## src/rtl/div_iter_if.sv

```systemverilog
// ALU-to-divider request/response bundle: level request with operands, result valid with Hi/Lo.
interface div_iter_if;
  logic        validIn;
  logic        sign;
  logic [31:0] SrcA;
  logic [31:0] SrcB;
  logic        validOut;
  logic [31:0] Hi;
  logic [31:0] Lo;

  modport master (
    output validIn, sign, SrcA, SrcB,
    input  validOut, Hi, Lo
  );

  modport slave (
    input  validIn, sign, SrcA, SrcB,
    output validOut, Hi, Lo
  );
endinterface

```

## src/rtl/div_iter.sv

```systemverilog
// Iterative 32-bit restoring divider (DIV/DIVU): result 34 edges after accept; validIn is a held level, no new work until it drops in DONE.
// DIV_ZERO_FAST_EN: zero divisor short-circuits to DONE one edge after accept.
module div_iter (
  input  logic     clk,
  input  logic     reset,
  div_iter_if.slave bus
);

  typedef enum logic [1:0] {
    IDLE = 2'd0,
    CALC = 2'd1,
    FIX  = 2'd2,
    DONE = 2'd3
  } state_t;

  state_t      state;
  state_t      state_nxt;

  logic [5:0]  cnt;
  logic [31:0] a_raw;
  logic [31:0] b_mag;
  logic [31:0] quo;
  logic [31:0] rem;
  logic        neg_q;
  logic        neg_r;
  logic [31:0] hi_q;
  logic [31:0] lo_q;

  logic        accept;
  logic        step_en;
  logic        load_res;
  logic        b_zero;
  logic [31:0] a_abs;
  logic [31:0] b_abs;
  logic [32:0] rem_sh;
  logic [32:0] diff;
  logic [31:0] res_hi;
  logic [31:0] res_lo;

  assign accept  = (state == IDLE) && bus.validIn;
  // Steps run for counter 0..31; the counter==32 cycle lets the last partial remainder settle.
  assign step_en = (state == CALC) && !cnt[5];
  assign b_zero  = (b_mag == 32'd0);

  assign a_abs = (bus.sign && bus.SrcA[31]) ? (~bus.SrcA + 32'd1) : bus.SrcA;
  assign b_abs = (bus.sign && bus.SrcB[31]) ? (~bus.SrcB + 32'd1) : bus.SrcB;

  assign rem_sh = {rem, quo[31]};
  assign diff   = rem_sh - {1'b0, b_mag};

  // Zero divisor returns the untouched dividend; overflow case falls out of the negate.
  assign res_lo = b_zero ? 32'hFFFF_FFFF : (neg_q ? (~quo + 32'd1) : quo);
  assign res_hi = b_zero ? a_raw         : (neg_r ? (~rem + 32'd1) : rem);

  always_ff @(posedge clk) begin
    if (reset) begin
      state <= IDLE;
    end else begin
      state <= state_nxt;
    end
  end

  always_comb begin
    state_nxt = state;
    load_res  = 1'b0;
    case (state)
      IDLE: begin
        if (bus.validIn) begin
          state_nxt = CALC;
        end
      end
      CALC: begin
`ifdef DIV_ZERO_FAST_EN
        if ((cnt == 6'd0) && b_zero) begin
          state_nxt = DONE;
          load_res  = 1'b1;
        end else if (cnt == 6'd32) begin
          state_nxt = FIX;
        end
`else
        if (cnt == 6'd32) begin
          state_nxt = FIX;
        end
`endif
      end
      FIX: begin
        state_nxt = DONE;
        load_res  = 1'b1;
      end
      DONE: begin
        if (!bus.validIn) begin
          state_nxt = IDLE;
        end
      end
      default: begin
        state_nxt = IDLE;
      end
    endcase
  end

  always_ff @(posedge clk) begin
    if (reset) begin
      cnt   <= 6'd0;
      a_raw <= 32'd0;
      b_mag <= 32'd0;
      quo   <= 32'd0;
      rem   <= 32'd0;
      neg_q <= 1'b0;
      neg_r <= 1'b0;
      hi_q  <= 32'd0;
      lo_q  <= 32'd0;
    end else begin
      if (accept) begin
        cnt   <= 6'd0;
        a_raw <= bus.SrcA;
        b_mag <= b_abs;
        quo   <= a_abs;
        rem   <= 32'd0;
        neg_q <= bus.sign & (bus.SrcA[31] ^ bus.SrcB[31]);
        neg_r <= bus.sign & bus.SrcA[31];
      end else if (state == CALC) begin
        cnt <= cnt + 6'd1;
        if (step_en) begin
          quo <= {quo[30:0], ~diff[32]};
          rem <= diff[32] ? rem_sh[31:0] : diff[31:0];
        end
      end
      if (load_res) begin
        hi_q <= res_hi;
        lo_q <= res_lo;
      end
    end
  end

  assign bus.validOut = (state == DONE);
  assign bus.Hi       = hi_q;
  assign bus.Lo       = lo_q;

endmodule

```

## src/flat_wrapper.sv

```systemverilog
// flat-port wrapper written by rule: the top's interface ports become plain ports
module div_iter_flat 
  (clk, reset, bus_validIn, bus_sign, bus_SrcA, bus_SrcB, bus_validOut, bus_Hi, bus_Lo);
  div_iter_if bus_i ();
  input  logic clk;
  input  logic reset;
  input wire logic [$bits(bus_i.validIn)-1:0] bus_validIn;
  input wire logic [$bits(bus_i.sign)-1:0] bus_sign;
  input wire logic [$bits(bus_i.SrcA)-1:0] bus_SrcA;
  input wire logic [$bits(bus_i.SrcB)-1:0] bus_SrcB;
  output wire logic [$bits(bus_i.validOut)-1:0] bus_validOut;
  output wire logic [$bits(bus_i.Hi)-1:0] bus_Hi;
  output wire logic [$bits(bus_i.Lo)-1:0] bus_Lo;
  assign bus_i.validIn = bus_validIn;
  assign bus_i.sign = bus_sign;
  assign bus_i.SrcA = bus_SrcA;
  assign bus_i.SrcB = bus_SrcB;
  assign bus_validOut = bus_i.validOut;
  assign bus_Hi = bus_i.Hi;
  assign bus_Lo = bus_i.Lo;
  div_iter u_core (.clk(clk), .reset(reset), .bus(bus_i));
endmodule
```

## config.mk

```make
export PLATFORM = sky130hd
export DESIGN_NAME = div_iter_flat
export DESIGN_NICKNAME = d
export VERILOG_FILES = /design/src/rtl/div_iter_if.sv /design/src/rtl/div_iter.sv /design/src/flat_wrapper.sv
export SDC_FILE = /design/constraint.sdc
export NUM_CORES = 1
export LEC_CHECK = 0
export CAP_MARGIN = 20
export CORE_MARGIN = 1
export CORE_UTILIZATION = 52
export DETAILED_ROUTE_END_ITERATION = 10
export HOLD_SLACK_MARGIN = 0.02
export PLACE_DENSITY = 0.77
export RECOVER_POWER = 25
export SYNTH_ARGS = -nofsm -noshare
export SYNTH_HDL_FRONTEND = slang
export SYNTH_SLANG_ARGS = --single-unit
```

## constraint.sdc

```tcl
create_clock -name clk -period 3.4 [get_ports clk]
set_input_delay 0.68 -clock clk [delete_from_list [all_inputs] [get_ports clk]]
set_output_delay 0.68 -clock clk [all_outputs]
set_load 0.01 [all_outputs]
```

* Word level (Yosys, flattened, before mapping)
Cells that the tools add are included.
** Cells by class
- Multiplexer cells :: 15
- Eq/ne operators :: 7
- Divide/modulo/power cells :: 0
- $add $sub $neg :: 6
- Magnitude comparators :: 0
- Shifts and indexed selects :: 0
- Multipliers :: 0
- Bitwise gates (word level) :: 8
- Reductions and logical operators :: 13
** Operator list (count)
- 32-bit two-way mux :: 10
- 32-bit by 1-bit adder with 32-bit output, second input constant :: 4
- 32-bit inverter :: 4
- 33-bit by 32-bit subtractor with 33-bit output :: 1
- 32-bit zero test :: 1
- 2-bit case mux with 4 select lines :: 1
- 6-bit by 1-bit adder with 6-bit output, second input constant :: 1
- 6-bit equality test, second input constant :: 1
- 2-bit two-way mux :: 3
- 2-bit inequality test, second input constant :: 3
- 2-bit equality test, second input constant :: 2
- 1-bit logical AND :: 4
- 2-bit AND reduction :: 2
- 2-bit nonzero test :: 2
- 3-bit AND reduction :: 1
- 1-bit AND :: 2
- 2-bit by 1-bit equality test with 1-bit output, second input constant :: 1
- 2-bit zero test :: 1
- 2-bit OR reduction :: 1
- 1-bit zero test :: 1
- 1-bit two-way mux :: 1
- 1-bit inverter :: 1
- 1-bit XOR :: 1
** Storage, ports and cells
- Bits in read-only memories :: 0
- Bits in registers :: 202
- Word-level logic and storage cells :: 59
- Input bits :: 68
- Bits in latches :: 0
- Output and inout port bits :: 65
- Memories kept :: 0
- RAM bits :: 0

* Longest topological paths before layout
- Word-level depth :: 5
- Depth in mapped cells :: 13
- Gate-level depth less buffers :: 12

* Least setup slack after synthesis
OpenSTA, ideal clock, no wires.
- Path kind :: register to register
- From :: register u_core.rem[7]
- To :: register u_core.hi_q[31] (netlist: u_core.bus.Hi[31])
- Period minus slack after synthesis :: 3204 ps
- Cell stages (with the launch flop) :: 10
- Path slack :: 196 ps
- Arrival :: 3090 ps
- Cell sequence :: dfxtp_1 or4_4 or3_4 or4_4 or4_4 or3_4 nand2_1 mux2i_1 nor2_1 a2111oi_0
** On the way
- Word-level cells in the longest chain between the ends :: 4
** RTL lines
- start, declared :: RTL line div_iter.sv:23 : logic [31:0] rem;
- start signal, assigned :: RTL line div_iter.sv:125 : rem <= diff[32] ? rem_sh[31:0] : diff[31:0];
- 32-bit inverter :: RTL line div_iter.sv:53 : assign res_hi = b_zero ? a_raw : (neg_r ? (~rem + 32'd1) : rem);
- 32-bit by 1-bit adder with 32-bit output :: RTL line div_iter.sv:53
- 32-bit two-way mux (2 in series) :: RTL line div_iter.sv:53
- end signal, assigned :: RTL line div_iter.sv:129 : hi_q <= res_hi;
- end, declared :: RTL line div_iter.sv:26 : logic [31:0] hi_q;
Every way passes these cells.
A chain may end at the register's enable or synchronous reset.

* Final worst setup path
Same ends and word-level chain as after synthesis.

==> results.cfg <==
[outcome]
status = finished with violations
violations = max-capacitance violations, max-slew violations

[clocking]
cts-resized-gates = 0
htree_levels = 1
cts_setup_buffers = 0
cts.reportedPaths.clkPinSlew_ps = 60
root_buffer = clkbuf_16
cts_buffer_depth = 3
numCtsBuffers = 24
clock_latency_ps = 510
ctsHoldBuffers = 0
cts_tree = yes
cts_sinks = 202

[min_path]
hold_start = u_core.a_raw[1]
hp-class = register to register

[critical_path]
crit_arrival_ps = 3660
rr_startpoint = u_core.rem[7]
crit_path_start = u_core.rem[7]
critPathMaxFanout = 5
cp_data_required_time_ps = 3790
worst-setup-path-type = register to register
end_kind = register
start_kind = register

[floorplanning]
die_x_um = 155
start_util = 0.536
rows = 55
pin_count = 133
fp.dieH_um = 155
die-area_um2 = 24200
coreArea_um2 = 22800

[final_layout]
fill_cells = 2005
final_nets = 1865
drive_above_1_share = 0.0786
seqCellArea_um2 = 4040
multi_input_area_um2 = 7660
synthToLayoutAreaGrowth_pct = 23.1
n_antenna_cell = 0

[synth]
synthDistinctLibCells = 58
ys_async_sr_fraction = 0
synth_area_leaders = dfxtp_1 33%, nand2_1 7.5%, nor2_1 6.1%, a21oi_1 5.6%, xor2_1 5.3%
netlist_instances = 1619
synth_top_area_cell = dfxtp_1
synth_flop_cell = dfxtp_1
seq_area_frac_synth = 0.330
synth_edf_count = 0
syn_avg_cell_area_um2 = 7.57
synth_area_um2 = 12300
synth_top_area_frac = 0.330
ys_warn_count = 0
ys_ff_latch = 202
syn_nets = 1731

[job]
cap_violations = 1

[route]
ant_nets = 0
wl_per_cell_um = 17.6
via_count = 12208
vias_per_cell = 5.86
drc = 0
first_pass_iters = 5
drtIter0Drc = 1092
wirelength_um = 36700

[timing]
fmax_mhz = 305
finalSetupTns_ps = 0
fin_worst_skew_ps = 10.4
worst-slew-pin-transition_ps = 1860
final.period_utilization = 0.964
slew_violations = 95
finalSetupViolCount = 0
hold_violations = 0
rsz0062_at_grt = yes
fin_hold_ws_ps = 456
layout_min_cycle_time_ps = 3280
relSlewSlack = -0.239

[power_and_ir_drop]
irDropWorstVdd_uv = 532
leakage_nw = 5.78
p_per_area_nw_per_um2 = 994

[placed_design]
hpwl_um = 27300
gp_congestion = 0.941
port_buffers = 132

[global_routing]
grt_start_max_net_pins = 95
antenna_found_initial = 0
grt_pass1_wl_um = 58700
grt_overflow = 0
grtUsageTotal = 0.302
grt_pass1_vias = 11423
[through the flow]
step,power [W],util,setup slack [ps],instances,area (um2)
2_1_floorplan,0.00956,-,196,1619,12300
3_3_place_gp,0.0121,0.625,-266,2040,14300
3_5_place_dp,0.0123,0.625,-300,2040,14300
4_1_cts,0.0150,0.661,118,2082,15100
5_1_grt,0.0161,0.660,-6.20,2082,15100
6_report,0.0150,0.660,123,2082,15100
[kinds of logic after synthesis]
kind of cell             after synthesis  share of synthesized area
AND/OR/NAND/NOR                      608                      0.222
AO/OA/AOI/OAI                        438                      0.230
flip-flops                           202                      0.330
buffers and inverters                157                     0.0482
XOR/XNOR                             144                      0.103
adder cells (fa/ha/maj)               44                     0.0455
multiplexers                          26                     0.0213
[metal layers]
layer | part of all wire | vias to the layer above | track usage
met2 | 0.47 | 471 | 0.508
met4 | 0.040 | 0 | 0.124
met1 | 0.43 | 5672 | 0.391
li1 | - | 5969 | -
met3 | 0.065 | 96 | 0.0373
met5 | 0 | - | 0
[critical path, cell delays in order, from the launching register on]
cell,delay (ps)
dfxtp_1,310
or4_4,540
or3_4,360
or4_4,500
or4_4,470
or3_4,370
nand2_2,100
mux2i_1,200
nor2_1,50
a2111oi_0,260
[Yosys cell counts (7+ instances only)]
cell type,number
or3_1,21
o211ai_1,9
nor2_1,198
mux2i_1,25
a21oi_1,136
dfxtp_1,202
a211oi_1,36
buf_1,9
inv_1,55
nand3_1,12
o21ai_0,77
ha_1,43
a21o_1,19
or4_1,12
nand2b_1,27
and2_1,10
nand2_1,246
nand4_1,12
a311oi_1,47
clkbuf_1,92
nor2b_1,7
nor4_1,17
nor3_1,21
o22ai_1,34
xnor2_1,70
o41ai_1,12
xor2_1,74
o31ai_1,23
[path summary, 6_finish.rpt]
path | to | slack [ps] | cells past startpoint
setup / recovery | u_core.bus.Hi[31] | 120 | 9
hold / removal | u_core.a_raw[1] | 460 | 2
setup reg to reg | u_core.bus.Hi[31] | 120 | 9
hold reg to reg | u_core.a_raw[1] | 460 | 2
[area by class of cell]
class | instances | share of cell area
Inverter | 55 | 0.0137
Clock inverter | 9 | 0.00689
Multi-Input combinational cell | 1260 | 0.508
Sequential cell | 202 | 0.268
Clock buffer | 33 | 0.0475
Timing Repair Buffer | 210 | 0.130
Tap cell | 313 | 0.0260
[state kept, by name (all words and copies together) (netlist names)]
register       count
u_core.neg_r       1
u_core.neg_q       1
u_core.rem        32
u_core.cnt         6
u_core.bus.Hi     32
u_core.state       2
u_core.a_raw      32
u_core.quo        32
u_core.bus.Lo     32
u_core.b_mag      32
[where the power goes]
part	leakage [nW]	internal, W	switching (W)
clock	0.402	0.00162	0.00101
sequential	1.65	0.00305	0.000735
combinational	3.73	0.00373	0.00485
total	5.78	0.00840	0.00659
[cells in the final DEF (no fill, tap or decap), types with 23 or more instances in the layout]
| cell | count |
|---|---|
| nand2_1 | 245 |
| dfxtp_1 | 202 |
| nor2_1 | 197 |
| a21oi_1 | 136 |
| clkdlybuf4s50_1 | 107 |
| o21ai_0 | 76 |
| xor2_1 | 74 |
| buf_4 | 72 |
| xnor2_1 | 68 |
| inv_1 | 55 |
| a311oi_1 | 47 |
| ha_1 | 42 |
| a211oi_1 | 36 |
| o22ai_1 | 34 |
| nand2b_1 | 27 |
| mux2i_1 | 25 |
| clkbuf_16 | 25 |
| dlygate4sd3_1 | 24 |
| o31ai_1 | 23 |
Note: power is estimated with default switching activity, not from simulation.
